<file path="config.mk">
export PLATFORM = sky130hd
export DESIGN_NAME = systolic_skew_feeder
export DESIGN_NICKNAME = d
export VERILOG_FILES = /design/src/rtl/systolic_pkg.sv /design/src/rtl/skew_line.sv /design/src/rtl/systolic_skew_feeder.sv
export SDC_FILE = /design/constraint.sdc
export NUM_CORES = 1
export LEC_CHECK = 0
export CORE_MARGIN = 4
export CORE_UTILIZATION = 46
export CTS_BUF_LIST = sky130_fd_sc_hd__clkbuf_16
export DETAILED_ROUTE_END_ITERATION = 6
export PLACE_DENSITY = 0.83
export SLEW_MARGIN = 20
export SYNTH_ARGS = -nofsm -noshare
export SYNTH_HDL_FRONTEND = slang
export SYNTH_SLANG_ARGS = --single-unit
export TNS_END_PERCENT = 50
</file>
<file path="constraint.sdc">
create_clock -name i_clk -period 3.6 [get_ports i_clk]
set_clock_uncertainty 0.2 [all_clocks]
set_input_delay 0.72 -clock i_clk [delete_from_list [all_inputs] [get_ports i_clk]]
set_output_delay 0.72 -clock i_clk [all_outputs]
set_load 0.02 [all_outputs]
</file>
<file path="src/rtl/systolic_pkg.sv">
`default_nettype none
// ============================================================================
//  Module      : systolic_pkg
//  Description : Shared defaults, feeder state encoding and flush-length
//                helper for the systolic array edge feeder.
//  Revision    : 1.0 - initial release
// ============================================================================
package systolic_pkg;

    // Default operand width and array dimension
    localparam int c_default_data_w = 8;
    localparam int c_default_n      = 4;

    // Feeder FSM encoding; explicit values keep the encoding stable
    typedef enum logic [2:0] {
        ST_IDLE   = 3'd0,
        ST_CLEAR  = 3'd1,
        ST_STREAM = 3'd2,
        ST_FLUSH  = 3'd3,
        ST_DONE   = 3'd4
    } feeder_state_t;

    // Zero cycles needed after the last beat for the skewed wavefront to
    // fully traverse an n x n array
    function automatic int flush_len(input int n);
        return (2 * n) - 1;
    endfunction

endpackage
`default_nettype wire

</file>
<file path="src/rtl/skew_line.sv">
`default_nettype none
// ============================================================================
//  Module      : skew_line
//  Description : DEPTH-stage shift register with asynchronous active-low
//                reset. A zero-select forces a zero word into the first
//                stage so bubbles and flush cycles push empty slots.
//  Revision    : 1.0 - initial release
// ============================================================================
module skew_line #(
    parameter int DEPTH  = 1,
    parameter int DATA_W = 8
) (
    input  logic              i_clk,
    input  logic              i_rst_n,
    input  logic [DATA_W-1:0] i_data,
    input  logic              i_zero,
    output logic [DATA_W-1:0] o_data
);

    logic [DATA_W-1:0] r_stage [DEPTH];

    // Shift the line by one stage per cycle; stage 0 takes data or zero
    always_ff @(posedge i_clk or negedge i_rst_n) begin
        if (!i_rst_n) begin
            for (int i = 0; i < DEPTH; i++) begin
                r_stage[i] <= '0;
            end
        end else begin
            r_stage[0] <= i_zero ? '0 : i_data;
            for (int i = 1; i < DEPTH; i++) begin
                r_stage[i] <= r_stage[i-1];
            end
        end
    end

    assign o_data = r_stage[DEPTH-1];

endmodule
`default_nettype wire

</file>
<file path="src/rtl/systolic_skew_feeder.sv">
`default_nettype none
// ============================================================================
//  Module      : systolic_skew_feeder
//  Description : West/north edge feeder for an N x N systolic MAC array.
//                Accepts one K-step (A column + B row) per beat, delays
//                lane k by k extra cycles, frames each tile with an
//                accumulator clear, a zero flush and a done pulse.
//  Options     : FEEDER_BEAT_CNT_EN - adds o_beat_cnt, beats accepted in
//                the current tile (saturating 16-bit).
//  Revision    : 1.0 - initial release
// ============================================================================
module systolic_skew_feeder
    import systolic_pkg::*;
#(
    parameter int N      = c_default_n,
    parameter int DATA_W = c_default_data_w
) (
    input  logic                i_clk,
    input  logic                i_rst_n,
    input  logic                s_valid,
    output logic                s_ready,
    input  logic [N*DATA_W-1:0] s_a,
    input  logic [N*DATA_W-1:0] s_b,
    input  logic                s_last,
    output logic [N*DATA_W-1:0] o_a,
    output logic [N*DATA_W-1:0] o_b,
    output logic                o_acc_clr_n,
    output logic                o_busy,
    output logic                o_done
`ifdef FEEDER_BEAT_CNT_EN
    ,
    output logic [15:0]         o_beat_cnt
`endif
);

    // Counter must hold 2N-1
    localparam int c_cnt_w = $clog2(2 * N);

    feeder_state_t        r_state;
    logic [c_cnt_w-1:0]   r_flush_cnt;
    logic                 r_done;
    logic                 w_accept;
    logic                 w_zero;

    // Handshake and framing strobes decode straight from the state register
    assign s_ready     = (r_state == ST_STREAM);
    assign o_busy      = (r_state != ST_IDLE);
    assign o_acc_clr_n = (r_state != ST_CLEAR);
    assign w_accept    = s_valid && s_ready;
    // Anything other than an accepted beat injects a zero bubble on all lanes
    assign w_zero      = !w_accept;
    assign o_done      = r_done;

    // Tile framing FSM with flush countdown
    always_ff @(posedge i_clk or negedge i_rst_n) begin
        if (!i_rst_n) begin
            r_state     <= ST_IDLE;
            r_flush_cnt <= '0;
        end else begin
            case (r_state)
                ST_IDLE: begin
                    if (s_valid) begin
                        r_state <= ST_CLEAR;
                    end
                end
                ST_CLEAR: begin
                    r_state <= ST_STREAM;
                end
                ST_STREAM: begin
                    if (w_accept && s_last) begin
                        r_state     <= ST_FLUSH;
                        r_flush_cnt <= c_cnt_w'(flush_len(N));
                    end
                end
                ST_FLUSH: begin
                    if (r_flush_cnt == c_cnt_w'(1)) begin
                        r_state     <= ST_DONE;
                        r_flush_cnt <= '0;
                    end else begin
                        r_flush_cnt <= r_flush_cnt - c_cnt_w'(1);
                    end
                end
                ST_DONE: begin
                    r_state <= ST_IDLE;
                end
                default: begin
                    r_state     <= ST_IDLE;
                    r_flush_cnt <= '0;
                end
            endcase
        end
    end

    // Done is registered so it lines up with the cycle spent in DONE
    always_ff @(posedge i_clk or negedge i_rst_n) begin
        if (!i_rst_n) begin
            r_done <= 1'b0;
        end else begin
            r_done <= (r_state == ST_FLUSH) && (r_flush_cnt == c_cnt_w'(1));
        end
    end

`ifdef FEEDER_BEAT_CNT_EN
    logic [15:0] r_beat_cnt;

    // Beats accepted in the current tile; held after the tile until CLEAR
    always_ff @(posedge i_clk or negedge i_rst_n) begin
        if (!i_rst_n) begin
            r_beat_cnt <= '0;
        end else if (r_state == ST_CLEAR) begin
            r_beat_cnt <= '0;
        end else if (w_accept && (r_beat_cnt != 16'hFFFF)) begin
            r_beat_cnt <= r_beat_cnt + 16'd1;
        end
    end

    assign o_beat_cnt = r_beat_cnt;
`endif

    // Lane k of each operand is a (k+1)-deep line; A and B share depth
    for (genvar k = 0; k < N; k++) begin : g_lane
        skew_line #(
            .DEPTH  (k + 1),
            .DATA_W (DATA_W)
        ) u_skew_a (
            .i_clk   (i_clk),
            .i_rst_n (i_rst_n),
            .i_data  (s_a[k*DATA_W +: DATA_W]),
            .i_zero  (w_zero),
            .o_data  (o_a[k*DATA_W +: DATA_W])
        );

        skew_line #(
            .DEPTH  (k + 1),
            .DATA_W (DATA_W)
        ) u_skew_b (
            .i_clk   (i_clk),
            .i_rst_n (i_rst_n),
            .i_data  (s_b[k*DATA_W +: DATA_W]),
            .i_zero  (w_zero),
            .o_data  (o_b[k*DATA_W +: DATA_W])
        );
    end

endmodule
`default_nettype wire

</file>
[Yosys cells after proc, flatten, opt, wreduce, memory -nomap -nowiden]
Index checks and enable logic that the tools add are counted.
Storage, ports and cells
  word-level logic and storage cells: 57
  register bits after elaboration: 167
  bits of input ports: 68
Cells by class
  reductions and logical operators: 8
  multiplexer cells: 15
  equal/unequal tests: 9
  bitwise operators: 1
  $add $sub $neg: 1
Operator list (count)
  8-bit two-way mux: 8
  3-bit two-way mux: 5
  3-bit one-hot mux with 4 select lines: 1
  3-bit one-hot mux with 3 select lines: 1
  3-bit by 1-bit equality test with 1-bit output, second input constant: 2
  3-bit by 2-bit equality test with 1-bit output, second input constant: 2
  2-bit inequality test, second input constant: 2
  3-bit equality test, second input constant: 1
  1-bit logical AND: 3
  3-bit zero test: 1
  3-bit by 1-bit inequality test with 1-bit output, second input constant: 1
  3-bit AND reduction: 1
  3-bit nonzero test: 1
  3-bit OR reduction: 1
  3-bit by 1-bit subtractor with 3-bit output, second input constant: 1
  2-bit by 1-bit inequality test with 1-bit output, second input constant: 1
  2-bit AND reduction: 1
  1-bit NOT: 1

[Longest topological paths before layout]
Gate-level depths: netlist of the first run.
  depth in word-level cells: 5
  mapped depth: 5
  depth with buffers taken out: 5

[Cells and area by module]
A second synthesis of the first run with hierarchy kept.
Unflattened totals
  cell total of the unflattened synthesis: 317
  area, all modules: 5192.5 um^2
By module, submodules not included
  skew_line at g_lane[3].u_skew_a ...: area an instance 910.9 um^2, sequential area each 800.8 um^2, cells each 48, times used 2
  skew_line at g_lane[2].u_skew_a ...: area an instance 710.7 um^2, sequential area each 600.6 um^2, cells each 40, times used 2
  skew_line at g_lane[1].u_skew_a ...: area an instance 510.5 um^2, sequential area each 400.4 um^2, cells each 32, times used 2
  skew_line at g_lane[0].u_skew_a ...: area an instance 250.2 um^2, sequential area each 200.2 um^2, cells each 16, times used 2
  systolic_skew_feeder: area an instance 427.9 um^2, sequential area each 175.2 um^2, cells each 45, times used 1

[Worst setup path after synthesis of the first run]
No wires, ideal clock.
  path type: flip-flop to output port
  start point: register r_state[0]
  end point: output o_busy
  data required time: 2.680 ns
  cell stages (with the launch flop): 3
  path slack: 1.642 ns
  data arrival time: 1.038 ns
  cells stage by stage: dfrtp_1 buf_2 or3_2
On the way
  cells in the longest elaborated chain, start to end: 1
Ends and longest elaborated chain
  start, declared: line systolic_skew_feeder.sv:39  | feeder_state_t r_state;
  start signal, assigned: line systolic_skew_feeder.sv:57  | r_state <= ST_IDLE;
  start signal, assigned: line systolic_skew_feeder.sv:63  | r_state <= ST_CLEAR;
  start signal, assigned: line systolic_skew_feeder.sv:67  | r_state <= ST_STREAM;
  3-bit nonzero test: line systolic_skew_feeder.sv:47  | assign o_busy = (r_state != ST_IDLE);
  end, declared: line systolic_skew_feeder.sv:28  | output logic o_busy,
Every way passes these cells.

[Worst setup path after layout of the first run]
  start point: register r_state[0]
  end point: output s_ready
On the way
  cells in the longest elaborated chain, start to end: 1
Ends and longest elaborated chain
  3-bit by 2-bit equality test with 1-bit output: line systolic_skew_feeder.sv:46  | assign s_ready = (r_state == ST_STREAM);
  end, declared: line systolic_skew_feeder.sv:21  | output logic s_ready,
Every way passes these cells.

==> metrics, run 1 <==
final setup fails 0; port buffer count 135; synthesized flop and latch total 167; overflow left after global routing 0; Site Rows 38; warnings from Yosys 0; power per cell area 754 nW/um^2; post-DR vias/cell 4.31; Crit path required time 2.68 ns; cts hold-fix bufs 0; Sink Count 167; clock slew at reported path FFs 0.06 ns; first-pass GRT wire length 13,400 um; CTS tree yes; CORE AREA 11,000 sq um; most common library cells after synthesis dfrtp_1, and2_1, buf_4; DR WL/cell 14.2 um; Global Route Usage Sum 0.138; Die Area 13,100 sq um; fin. max-slew vios 0; Post-synth EDFFs 0; Worst Path Class, Setup reg -> out; CP arrival 2.01 ns; period utilisation layout 0.815; H-Tree Depth 4; Synth top area share 0.800; critical path fanouts, max 12; Setup Buffers After CTS 0; Placer Congestion 0.693; fmax 0.341 GHz; Inserted Clock Buffers 17; Slew headroom 0.524; Mean Syn Cell Area 16.3 sq um; count leader, synth dfrtp_1; Core Util, Final 0.639; Async S/R FF share, synth 1.00; Die Wd 115 um; P_leak 0.00337 uW; Tightest Pin Transition 0.713 ns; DRC 0; fraction of layout instances using a drive strength above 1 0.0947; CP Capture Type primary output; sum of negative setup slack 0 ns; Nets 490; Pre-antenna DRT Iters 4; antenna violations before repair 0; pin count of the biggest net entering global routing 83; CP Launch Type register; Hold Fails Final Rpt 0; clock root buffer clkbuf_16; clk buf depth 2; initial core utilization 0.476; Hold Crit Class reg -> reg; Skew-Pair Late Insertion Delay 0.40 ns; crit path time final 2.93 ns; height of the chip 115 um; vias in the first global route 2,715; ANT nets after route 0; top cells by area, synth dfrtp_1, and2_1, buf_4; DRT iter0 DRCs 156; Top FF cell, synth dfrtp_1; Mapped Cells 320; IO Pins 136; vias post-DR 2,467; placed cell count 541; # diodes 0; syn_nets 390; Max Cap Viol 0; post-route insts no fill 573; final wirelength 8150 um; Distinct cells, synth 24; unrepaired setup endpoints after global routing false; area grow syn2layout 34.4%; status completed; Post-Syn Area 5230 sq um; sequential share of the synthesized area 0.800; Post-DP HPWL 5490 um; maximum VDD drop 0.000387 V; cell taking the most area after synthesis dfrtp_1; post-CTS sizing 0
[area by class of cell]
type                    instances  area (sq um)
flip-flops and latches        167          4180
well taps                     140           175
repair buffers                138          1400
inverters                       5          18.8
clock buffers                  17           425
clock inverters                15           199
multi-input cells              91           623
fillers                       788          3960
[critical path, cell delays in order (launching register included)]
cell and delay, ns:
dfrtp_1 0.51, or3b_4 0.44, inv_1 0.06, clkdlybuf4s50_1 0.60
[final timing paths]
path	slack (ns)	to	depth (start not counted)	start
setup / recovery	0.67	s_ready	3	r_state[0]
hold / removal	0.15	g_lane[3].u_skew_b.r_stage[21]	0	g_lane[3].u_skew_b.r_stage[29]
setup reg to reg	1.80	r_flush_cnt[2]	3	r_state[0]
hold reg to reg	0.15	g_lane[3].u_skew_b.r_stage[21]	0	g_lane[3].u_skew_b.r_stage[29]
max in group asynchronous	2.20	g_lane[2].u_skew_b.o_data[3]	2	i_rst_n
min in group asynchronous	0.16	g_lane[3].u_skew_b.r_stage[18]	1	i_rst_n
[cell usage in the layout, fill, tap and decap left out, types with 2 or more instances in the layout]
master             n
dfrtp_1          167
clkdlybuf4s50_1  134
and2_1            65
clkbuf_16         17
inv_1              5
nor2_1             4
bufinv_16          4
nand2_1            3
inv_6              3
nor2b_1            2
and4b_2            2
a211oi_1           2
ha_1               2
clkinv_1           2
clkinvlp_4         2
clkinv_2           2
buf_12             2
[per-layer routing]
layer	global-route usage	share of wire	vias to the layer above
met4	0.0499	0.0092	0
met5	0	0	-
li1	-	-	1154
met1	0.154	0.38	1226
met3	0.0655	0.086	4
met2	0.230	0.52	83
[state kept, by name, indices dropped and copies added (netlist names)]
signal,count
r_state,3
g_lane.u_skew_a.o_data,32
o_done,1
g_lane.u_skew_a.r_stage,48
g_lane.u_skew_b.o_data,32
g_lane.u_skew_b.r_stage,48
r_flush_cnt,3
[where the power goes]
part	switching, uW	internal [uW]
registers	144	2260
logic	499	525
clock network	699	1170
total	1340	3950
[through the flow]
step	total power, uW	worst slack [ns]	hold slack, ns	cell area [sq um]
CTS	5380	0.654	0.146	7020
detailed placement	3480	1.10	0.135	6400
global placement	3420	1.11	0.131	6400
floorplan	3080	1.64	0.131	5230
global route	5560	0.599	0.151	7020
finish	5290	0.665	0.146	7020
[cells by family after synthesis]
family / after synthesis / synth area share
DFF: 167 / 0.800
and+or+nand+nor: 80 / 0.0987
buffers and inverters: 62 / 0.0809
adders and majority gates: 2 / 0.00479
AOI/OAI and AO/OA: 9 / 0.0158
Power figures use the tool's default switching activity.
==> run 2: changes to the inputs <==
clock period = 2.9 ns   (was 3.6 ns; I/O delays follow)
==> run 2 against run 1 <==
  * Hold slack got worse by 0.00055 ns
  * Utilization is 0.74 points lower
  * Clock power up 5%
  * Final cell count up 0.52%
  * Die area is the same
  * Critical endpoint unchanged
  * Highest routed layer unchanged
==> metrics, run 2 (same netlist as run 1, synthesis figures left out) <==
status completed; Slew headroom 0.704 (+0.179); unrepaired setup endpoints after global routing false; Max Cap Viol 0 (unchanged); Nets 493 (+0.61%); commonest non-fill, non-tap cells in the layout dfrtp_1, clkdlybuf4s50_1, and2_1; worst-path cell chain or3b_4, inv_1, clkdlybuf4s50_1; Worst Hold End g_lane[3].u_skew_b.r_stage[15]; final setup fails 0 (unchanged); Site Rows 38 (unchanged); Worst Path Class, Setup reg -> out; Largest regs g_lane.u_skew_a.r_stage: 48 flops, g_lane.u_skew_b.r_stage: 48 flops; Global Route Usage Sum 0.137 (-0.000832); Hold Path Stages 0 (unchanged); CTS tree yes; fmax 0.359 GHz; post-CTS sizing 0 (unchanged); CP Depth 3 (unchanged); fin. max-slew vios 0 (unchanged); # diodes 0 (unchanged); Die Wd 115 um (unchanged); commonest non-fill, non-tap cell in the layout dfrtp_1; IO Pins 136 (unchanged); Tightest Pin Transition 0.445 ns (-0.269 ns); ANT nets after route 0 (unchanged); Crit. Startpoint r_state[0]; H-Tree Depth 4 (unchanged); maximum VDD drop 0.000480 V (+24%); overflow left after global routing 0 (unchanged); Placer Congestion 0.728 (+5.0%); P_leak 0.00333 uW (-0.97%); DRT iter0 DRCs 149 (-4.5%); first-pass GRT wire length 13,300 um (-0.57%); NetSw 1680 uW (+25%); Worst path top cell family by delay buffers and inverters; clock slew at reported path FFs 0.06 ns (about the same); Clock Power Share 0.317 (-0.035); CP arrival 2.00 ns (about the same); power share of the sequential group 0.479 (+0.025); CORE AREA 11,000 sq um (unchanged); initial core utilization 0.476 (unchanged); DRC 0 (unchanged); Inserted Clock Buffers 17 (unchanged); vias post-DR 2,487 (+0.81%); DR WL/cell 14.1 um (-1.1%); clock root buffer clkbuf_16; area grow syn2layout 32.8%; fraction of layout instances using a drive strength above 1 0.0940 (-0.000652); post-DR vias/cell 4.32 (+0.29%); Power Internal 4540 uW (+15%); Switching Fraction 0.270 (+0.0159); Buf+Inv Stages, Crit Path 2 (unchanged); Slowest-stage cell, CP clkdlybuf4s50_1; CP max stage delay 0.60 ns (about the same); Core Util, Final 0.632 (-0.00740); Sink Count 167 (unchanged); clk buf depth 2 (unchanged); CP Launch Type register; pin count of the biggest net entering global routing 60 (-28%); period utilisation layout 0.960; Post-Place Worst Slack 0.544 ns (-0.560 ns); Final WS setup 0.115 ns (-0.550 ns); Post-DP HPWL 5740 um (+4.5%); Hold Crit Class reg -> reg; final wirelength 8100 um (-0.63%); height of the chip 115 um (unchanged); vias in the first global route 2,787 (+2.7%); antenna violations before repair 0 (unchanged); crit path time final 2.78 ns; Skew-Pair Late Insertion Delay 0.40 ns (about the same); Hold Fails Final Rpt 0 (unchanged); Setup Buffers After CTS 0 (unchanged); Pre-antenna DRT Iters 4 (unchanged); hold_sp g_lane[3].u_skew_b.r_stage[23]; Crit path required time 2.12 ns (-0.56 ns); Gate power share 0.204 (+0.010); number of fill cells in the layout 829 (+5.2%); R2R Path Start r_state[0]; power per cell area 896 nW/um^2 (+19%); sum of negative setup slack 0 ns (unchanged); critical path fanouts, max 12 (unchanged); hold slack 0.145 ns (-0.000548 ns); Die Area 13,100 sq um (unchanged); CP Capture Type primary output; R2R depth 3 (unchanged); r2r setup slk 1.08 ns (-0.72 ns); worst flop-to-flop path endpoint r_flush_cnt[2]; port buffer count 135 (unchanged)
==> run 2: cell count changes in the layout (fill, tap and decap cells not counted), sizes merged <==
cell	previous run	this run
bufinv	4	0
clkinv	5	9
buf	4	6
dlygate4sd3	0	1
==> run 2: worst max-delay path by stage <==
stage,end,slack (ns)
final,s_ready,0.12
after global placement,s_ready,0.58
after detailed placement,s_ready,0.54
after floorplan,o_busy,1.08
after global routing,s_ready,0.04
after CTS,s_ready,0.1
==> run 2: area by class of cell <==
| cell class | instances | area (sq um) | area share |
|---|---|---|---|
| multi-input combinational | 91 | 623 | 0.0898 |
| inverter | 5 | 18.8 | 0.00270 |
| clock inverter | 15 | 105 | 0.0151 |
| clock buffer | 17 | 425 | 0.0613 |
| sequential | 167 | 4180 | 0.602 |
| tap | 140 | 175 | 0.0252 |
| timing repair buffer | 141 | 1410 | 0.204 |
==> run 2: routing by layer <==
layer / up-vias / routed length [um] / track usage
li1: 1154 / - / -
met3: 16 / 761 / 0.0666
met1: 1223 / 3030 / 0.154
met5: - / 0 / 0
met4: 0 / 183 / 0.0697
met2: 94 / 4120 / 0.216
==> run 2: timing repair <==
action	CTS	global route
endpoints found under the setup margin	0	0
hold buffers	1	0
endpoints found under the hold margin	48	0
==> run 2: power groups by stage <==
| stage | sequential [uW] | combinational [uW] | clock (uW) |
|---|---|---|---|
| after floorplan | 3010 | 813 | 0 |
| after CTS | 2990 | 1300 | 2030 |
| after global routing | 3030 | 1370 | 2150 |
| final | 2980 | 1270 | 1970 |
| after global placement | 2990 | 1250 | 0 |
| after detailed placement | 3030 | 1290 | 0 |
==> run 2: per-stage QoR <==
| step | power (uW) | area (sq um) | instances |
|---|---|---|---|
| after CTS | 6310 | 6940 | 576 |
| after detailed placement | 4320 | 6400 | 543 |
| after global routing | 6550 | 6940 | 576 |
| after floorplan | 3820 | 5230 | 320 |
| final | 6220 | 6940 | 576 |
| after global placement | 4240 | 6400 | 543 |
==> run 3: changes to the inputs <==
--- a/config.mk
+++ b/config.mk
@@ -8,7 +8,8 @@
 export CORE_MARGIN = 4
 export CORE_UTILIZATION = 46
-export CTS_BUF_LIST = sky130_fd_sc_hd__clkbuf_16
+export CTS_BUF_LIST = sky130_fd_sc_hd__clkbuf_4 sky130_fd_sc_hd__clkbuf_8 sky130_fd_sc_hd__clkbuf_16
 export DETAILED_ROUTE_END_ITERATION = 6
 export PLACE_DENSITY = 0.83
+export RECOVER_POWER = 100
 export SLEW_MARGIN = 20
 export SYNTH_ARGS = -nofsm -noshare
==> constraint.sdc (replaced) <==
create_clock -name i_clk -period 2.9 [get_ports i_clk]
set_clock_uncertainty 0.2 [all_clocks]
set_input_delay 0.29 -clock i_clk [delete_from_list [all_inputs] [get_ports i_clk]]
set_output_delay 0.29 -clock i_clk [all_outputs]
set_load 0.02 [all_outputs]
==> run 3 against run 2 <==
  * The flow now finishes with violations (capacitance limit, slew limit)
  * Wire length about the same
  * Sequential share of layout area down 0.43 points
  * Utilization rose by 0.46 points
  * Via count decreased by 0.72%
  * Hold slack got worse by 0.0010 ns
  * Critical path depth stayed put
  * Highest routed layer unchanged
  * Largest cell class unchanged
  * Combinational power shrank 8%
  * Final area is 0.72% higher
  * Non-clock buffer count down 2
==> metrics, run 3 (same netlist as run 1, synthesis figures left out) <==
hold slack 0.144 ns (-0.00104 ns); # diodes 0 (unchanged); antenna violations before repair 0 (unchanged); H-Tree Depth 4 (unchanged); r2r setup slk 0.61 ns (-0.47 ns); maximum VDD drop 0.000535 V (+12%); Setup Buffers After CTS 0 (unchanged); Placer Congestion 0.700 (-3.8%); DRC 0 (unchanged); commonest non-fill, non-tap cell in the layout dfrtp_1; Multi-input gate area 621 sq um (-0.40%); P_leak 0.00352 uW (+5.5%); Pre-antenna DRT Iters 3 (-1); CP max stage delay 0.67 ns (+0.07 ns); NetSw 1660 uW (-0.84%); Clock Power Share 0.344 (+0.027); Global Route Usage Sum 0.138 (+0.000737); power per cell area 902 nW/um^2 (+0.62%); initial core utilization 0.476 (unchanged); port buffer count 135 (unchanged); power share of the sequential group 0.471 (-0.008); fraction of layout instances using a drive strength above 1 0.0968 (+0.00274); final wirelength 8100 um (about the same); Crit path required time 2.41 ns (+0.29 ns); post-DR vias/cell 4.30 (-0.38%); ANT nets after route 0 (unchanged); period utilisation layout 0.890 (-0.0700); Sequential cell area 4180 sq um (unchanged); overflow left after global routing 0 (unchanged); failing checks capacitance limit, slew limit; Post-DP HPWL 5590 um (-2.7%); hold_sp g_lane[3].u_skew_a.r_stage[14]; Slowest-stage cell, CP dlygate4sd3_1; Tightest Pin Transition 1.55 ns (+1.10 ns); worst flop-to-flop path endpoint g_lane[2].u_skew_a.r_stage[19]; Die Area 13,100 sq um (unchanged); sum of negative setup slack 0 ns (unchanged); clk buf depth 2 (unchanged); Slew headroom -0.0302 (-0.734); CTS tree yes; final setup fails 0 (unchanged); overall power consumption 6300 uW (+1.3%); Hold Fails Final Rpt 0 (unchanged); CP Launch Type register; area grow syn2layout 33.8%; Worst Hold End g_lane[3].u_skew_a.o_data[6]; CORE AREA 11,000 sq um (unchanged); Buf+Inv Stages, Crit Path 2 (unchanged); first-pass GRT wire length 13,500 um (+0.83%); Nets 491 (-0.41%); DR WL/cell 14.1 um (+0.45%); unrepaired setup endpoints after global routing false; Sink Count 167 (unchanged); IO Pins 136 (unchanged); critical path fanouts, max 10 (-2); Site Rows 38 (unchanged); commonest non-fill, non-tap cells in the layout dfrtp_1, dlygate4sd3_1, clkdlybuf4s50_1; CP Capture Type primary output; clock slew at reported path FFs 0.06 ns (about the same); Worst path top cell family by delay buffers and inverters; R2R depth 3 (unchanged); Worst Path Class, Setup reg -> out; clock root buffer clkbuf_16; Max Cap Viol 1 (+1); vias post-DR 2,469 (-0.72%); status complete, but fails checks; fmax 0.387 GHz (+7.9%); height of the chip 115 um (unchanged); Largest regs g_lane.u_skew_a.r_stage: 48 flops, g_lane.u_skew_b.r_stage: 48 flops; CP arrival 2.09 ns (+0.09 ns); DRT iter0 DRCs 95 (-36%); crit path time final 2.58 ns (-0.203 ns); R2R Path Start r_state[2]; vias in the first global route 2,715 (-2.6%); Die Wd 115 um (unchanged); Switching Fraction 0.264 (-0.00581); Skew-Pair Late Insertion Delay 0.41 ns (about the same); Inserted Clock Buffers 17 (unchanged); pin count of the biggest net entering global routing 65 (+8.3%); Hold Crit Class reg -> reg; Power Internal 4640 uW (+2.2%); fin. max-slew vios 63 (+63); Hold Path Stages 0 (unchanged); number of fill cells in the layout 813 (-1.9%); worst-path cell chain or3b_1, inv_1, dlygate4sd3_1; Gate power share 0.185 (-0.019)
[run 3: changes by cell type in the layout (fill, tap and decap cells not counted), moves of 2 or more]
cell / before / now
clkinv_1: 3 / 0
clkdlybuf4s50_1: 134 / 66
clkbuf_2: 0 / 2
inv_8: 0 / 2
and2_1: 65 / 38
dlygate4sd3_1: 1 / 69
and2_0: 0 / 27
clkbuf_8: 0 / 4
buf_4: 4 / 0
inv_6: 3 / 1
[run 3: how the worst max path moves through the flow]
stage                                      to       start  slack, ns  depth (start not counted)
2_1_floorplan                  r_flush_cnt[2]  r_state[2]       1.20                          4
3_3_place_gp                          s_ready  r_state[2]       0.85                          3
3_5_place_dp   g_lane[1].u_skew_a.r_stage[14]     s_valid       0.83                          5
4_1_cts                               s_ready  r_state[2]       0.38                          3
5_1_grt                               s_ready  r_state[0]       0.21                          3
6_report                              s_ready  r_state[2]       0.32                          3
[run 3: layout make-up]
class | instances | share of cell area
flip-flops and latches | 167 | 0.598
clock inverters | 11 | 0.0163
multi-input cells | 91 | 0.0888
inverters | 5 | 0.00269
well taps | 140 | 0.0251
repair buffers | 139 | 0.201
clock buffers | 21 | 0.0687
[run 3: per-layer routing]
layer	routed length (um)	GRT usage
met4	118	0.0665
met2	4220	0.216
met5	0	0
met3	740	0.0661
met1	3020	0.158
[run 3: power by group through the flow]
| stage | clock network (uW) | registers (uW) | logic, uW |
|---|---|---|---|
| after global placement | 0 | 3000 | 1250 |
| after global routing | 2340 | 3030 | 1270 |
| after detailed placement | 0 | 3030 | 1300 |
| after CTS | 2230 | 2990 | 1300 |
| after floorplan | 0 | 3010 | 813 |
| final | 2170 | 2970 | 1170 |
[run 3: worst register-to-register path, stage by stage (launching register included)]
cell	delay, ns
dfrtp_1	0.49
nor4b_4	0.50
clkbuf_2	0.76
and2_0	0.26
[run 3: metrics by stage]
step | setup slack [ns] | instance area (sq um) | utilization | cells
after floorplan | 1.20 | 5230 | - | 320
after global placement | 0.852 | 6410 | 0.584 | 541
after detailed placement | 0.833 | 6410 | 0.584 | 541
after CTS | 0.381 | 7010 | 0.639 | 574
after global routing | 0.209 | 6990 | 0.636 | 574
final | 0.318 | 6990 | 0.636 | 574
[run 3: what timing repair did]
item | 4_1_cts | 5_1_grt
endpoints found under the hold margin | 62 | 0
resized for setup | 0 | 0
hold buffers | 1 | 0
==> RTL change 1, RTL diff (flow settings as in run 2) <==
Set the package constant `c_default_n` to 8 (it was 4).
--- a/src/rtl/systolic_pkg.sv
+++ b/src/rtl/systolic_pkg.sv
@@ -9,7 +9,7 @@
 
     // Default operand width and array dimension
     localparam int c_default_data_w = 8;
-    localparam int c_default_n      = 4;
+    localparam int c_default_n      = 8;
 
     // Feeder FSM encoding; explicit values keep the encoding stable
     typedef enum logic [2:0] {
Ports: changed (resized o_a, o_b, s_a and s_b); port bits go from 136 to 264. No check against the original RTL was run, so the function may have changed too.
==> RTL change 1 against run 2 <==
Power rose to 3.2 times the old value. Utilization down 4.2 points. Sequential power grew to 3.5 times the old value. Sequential cell count increased by 417. Register-to-register slack better by 20 ps. Final area rose to 3.0 times the old value. Routed wire length increased to 3.2 times the old value. Area after synthesis rose to 3.2 times the old value. Maximum frequency increased by 0.61%. Critical path depth stayed put. Worst setup slack better by 17 ps.
==> RTL change 1: results (changes against run 2) <==
| Metric | Value |
|---|---|
| Layout buffer count excluding clock buffers | 281 (+99%) |
| Worst-skew pair later-pin latency | 570 ps (+170 ps) |
| Synth Area in Compound Gates | 0.602% (-0.98 points) |
| Clock buf count | 57 (+40) |
| Buffers on Ports | 263 (+95%) |
| Final non-filler cell total | 1,593 (+180%) |
| Number of H-tree levels | 2 (-2) |
| Status | complete, no violations |
| Via count | 6,738 (+170%) |
| Relative slew slack | 61.6% (-8.8 points) |
| Placed cell area | 19,100 sq um (+200%) |
| Vias in the first global route | 7,529 (+170%) |
| Sequential share of power | 52.0% (+4.1 points) |
| Synth cell count leaders | 584 x dfrtp_1, 131 x and2_1, 116 x buf_4 |
| Final GP Congestion | 0.719 (-1.3%) |
| Pre-CTS WS | 617 ps (+73.5 ps) |
| Sequential share of the synthesized area | 87.9% (+8.0 points) |
| Biggest regs | g_lane.u_skew_a.r_stage (224), g_lane.u_skew_b.r_stage (224) |
| Synthesized area per cell | 18.9 sq um (+16%) |
| Core footprint | 35,600 sq um (+220%) |
| Largest net degree at the start of global routing | 129 (+110%) |
| Leak | 10.4 nW (+210%) |
| CTS resizes | 1 (+1) |
| Total GRT Usage | 13.3% (-0.38 points) |
| Clk. pwr | 0.00720 W (+270%) |
| Nets | 1,223 (+150%) |
| Seq/total area | 69.6% (+9.4 points) |
| Adder-Cell Fraction of Synth Area | 0.151% (-0.33 points) |
| Placed cell count | 1,492 (+170%) |
| Invs w/o clock | 2 (-3) |
| TritonCTS Buffers | 55 (+38) |
| Per-cell routed wire length | 16.0 um (+14%) |
| Syn Nets | 1,014 (+160%) |
| Switching Share | 23.3% (-3.7 points) |
| Multi-In Gates | 165 (+81%) |
==> RTL change 1: cell types whose count changed in the layout (fill, tap and decap cells not counted), moves of 5 or more <==
cell	before	now
and2_1	65	131
buf_12	1	7
buf_4	4	10
bufinv_16	0	8
clkbuf_16	17	57
clkdlybuf4s50_1	134	262
clkinv_1	3	8
clkinv_2	1	12
dfrtp_1	167	581
==> RTL change 1: final timing paths <==
| path | startpoint | endpoint | slack (ps) |
|---|---|---|---|
| worst max-delay path | r_state[0] | s_ready | 130 |
| worst min-delay path | g_lane[7].u_skew_a.r_stage[33] | g_lane[7].u_skew_a.r_stage[25] | 140 |
| worst max register to register | r_state[0] | g_lane[0].u_skew_a.o_data[2] | 1100 |
| worst min register to register | g_lane[7].u_skew_a.r_stage[33] | g_lane[7].u_skew_a.r_stage[25] | 140 |
| max in group asynchronous | i_rst_n | g_lane[6].u_skew_a.r_stage[13] | 1250 |
| min in group asynchronous | i_rst_n | g_lane[3].u_skew_b.r_stage[12] | 340 |
==> RTL change 1: per-stage QoR <==
| stage | util (%) | power [W] |
|---|---|---|
| floorplan | - | 0.0117 |
| global placement | 53.7 | 0.0125 |
| detailed placement | 53.7 | 0.0127 |
| CTS | 59.0 | 0.0201 |
| global route | 59.0 | 0.0207 |
| finish | 59.0 | 0.0197 |
==> RTL change 1: routing by layer <==
metal	vias up	global-route usage, %	part of all wire, %
li1	3026	-	-
met1	3414	16.7	39
met2	235	21.0	49
met3	57	5.58	10
met4	6	4.95	2.5
met5	-	0	0.14
==> RTL change 1: critical path, delay by kind of cell, from the launching register on <==
kind                   cells  cell delay (ps)
buffers and inverters      1              600
and+or+nand+nor            2              330
DFF                        1              490
==> RTL change 2, RTL diff (settings of run 2) <==
Without the edit above. Re-encode `feeder_state_t` (5 states) as one-hot, 5 bits wide.
--- a/src/rtl/systolic_pkg.sv
+++ b/src/rtl/systolic_pkg.sv
@@ -12,12 +12,12 @@
     localparam int c_default_n      = 4;
 
     // Feeder FSM encoding; explicit values keep the encoding stable
-    typedef enum logic [2:0] {
-        ST_IDLE   = 3'd0,
-        ST_CLEAR  = 3'd1,
-        ST_STREAM = 3'd2,
-        ST_FLUSH  = 3'd3,
-        ST_DONE   = 3'd4
+    typedef enum logic [4:0] {
+        ST_IDLE   = 5'b00001,
+        ST_CLEAR  = 5'b00010,
+        ST_STREAM = 5'b00100,
+        ST_FLUSH  = 5'b01000,
+        ST_DONE   = 5'b10000
     } feeder_state_t;
 
     // Zero cycles needed after the last beat for the skewed wavefront to
Formal check against the unedited RTL: no difference found for any inputs over 10 cycles, from zero or initial values and one cycle with i_rst_n low; not proved beyond that.
==> RTL change 2 against run 2 <==
Die area grew 2.8%. Maximum frequency hardly changed. Routed wire length is 13% higher. Area after synthesis grew 3.0%. Final cell count is 2.6% higher. Sequential cell count increased by 2. Final area increased by 2.3%. Via count increased by 9.3%. Worst setup slack got worse by 2.8 ps. Non-clock buffer count did not move. Critical endpoint unchanged. Highest routed layer unchanged.
Power is not compared: it rests on default switching activity, and its combinational part moved more than twofold at a synthesized area within 25%.
==> RTL change 2: results (changes against run 2) <==
| Metric | Value |
|---|---|
| Met3 Wirelength | 629 um (-17%) |
| Mux cell area share after synthesis | 0.465% (+0.47 points) |
| Max stage delay cell, worst path | clkdlybuf4s50_1 |
| CTS resizes | 0 (unchanged) |
| Hold Crit Endpoint | g_lane[3].u_skew_b.r_stage[9] |
| Syn Nets | 409 (+4.9%) |
| DP HPWL | 6.31 mm (+10%) |
| Worst-path fanout max | 7 (-5) |
| Per-cell routed wire length | 15.5 um (+10%) |
| CTS max path bufs | 2 (unchanged) |
| Worst-skew pair later-pin latency | 410 ps |
| Nets | 506 (+2.6%) |
| Crit path largest cell delay | 630 ps (+30 ps) |
| Met3 usage | 5.80% (-0.86 points) |
| First-pass DRT Iterations | 6 (+2) |
| Placed cell count | 559 (+2.9%) |
| Top cells by area, synth | dfrtp_1 78%, and3_1 7.4%, buf_4 6.7%, buf_6 1.3%, clkbuf_1 0.49% |
| Worst hold slack | 146 ps (+0.878 ps) |
| Yosys cell types | 31 (+29%) |
| Largest net degree at the start of global routing | 66 (+10%) |
| Synth Area in Compound Gates | 1.44% (-0.14 points) |
| Layout cells sized above 1 | 10.3% (+0.86 points) |
| Hold path start | g_lane[3].u_skew_b.r_stage[17] |
| Crit path launch type | register |
| Crit share post-route | 96.1% (about the same) |
| WL met2 | 4.83 mm (+17%) |
| Met1 WL | 3.44 mm (+13%) |
| Starting DRT DRC Count | 155 (+4.0%) |
| Pre-CTS WS | 559 ps (+15.7 ps) |
| Post-synthesis xor/xnor area fraction | 0.163% (+0.16 points) |
| First-pass GRT wire length | 14.7 mm (+9.9%) |
| Status | complete, no violations |
| Worst R2R Start | r_state[2] |
| Vias in the first global route | 2,932 (+5.2%) |
| Biggest regs | g_lane.u_skew_a.r_stage (48), g_lane.u_skew_b.r_stage (48) |
| Reg2reg path depth | 6 (+3) |
| Die area | 13,500 sq um (+2.8%) |
| Peak supply drop | 594 uV |
| Diodes inserted | 0 (unchanged) |
| Setup bufs post-CTS | 0 (unchanged) |
| Adder-Cell Fraction of Synth Area | 0.465% (-0.014 points) |
| Total GRT Usage | 14.7% (+1.1 points) |
| Final GP Congestion | 0.729 (+0.18%) |
| Capture point of the worst path | s_ready |
| Total of warnings raised by yosys | 0 (unchanged) |
| Mean number of vias per cell | 4.60 (+6.6%) |
| Met2 Use GR | 23.8% (+2.2 points) |
| R2r setup slk | 630 ps (-450 ps) |
| Synthesized area per cell | 15.9 sq um (-2.8%) |
| Worst Max-Slew Pin Slew | 525 ps (+80.6 ps) |
| Sequential share of the synthesized area | 78.6% (-1.4 points) |
| Synth cell count leaders | 168 x dfrtp_1, 64 x and3_1, 48 x buf_4 |
| Met1 Use GR | 17.0% (+1.6 points) |
| Reg2reg end | r_flush_cnt[1] |
| Buffers on Ports | 135 (unchanged) |
| Final non-filler cell total | 591 (+2.6%) |
## RTL change 2: power breakdown
part / total, W / switching [W] / leakage, nW / internal (W)
clock network: 0.00222 / 0.000867 / 0.287 / 0.00135
logic: 0.000506 / 0.000254 / 1.03 / 0.000252
registers: 0.00250 / 0.0000522 / 2.35 / 0.00245
total: 0.00522 / 0.00117 / 3.68 / 0.00405
## RTL change 2: layout make-up
cell class	count	area, sq um
Tap cell	143	179
Clock buffer	17	425
Inverter	5	18.8
Clock inverter	14	170
Multi-Input combinational cell	102	668
Timing Repair Buffer	141	1410
Sequential cell	169	4230
Fill cell	858	4320
## RTL change 2: worst reg2reg max path, cell delays in order, from the launching register on
cell and delay [ps]:
dfrtp_1 440, nor3b_2 290, nand2_2 160, inv_2 80, buf_4 430, a211oi_2 210
mux2_4 330
## RTL change 2: per-stage QoR
step                      instance area, sq um  total power (W)
after floorplan                           5380          0.00281
after global placement                    6490          0.00301
after detailed placement                  6490          0.00305
after CTS                                 7100          0.00529
after global routing                      7100          0.00545
final                                     7100          0.00522
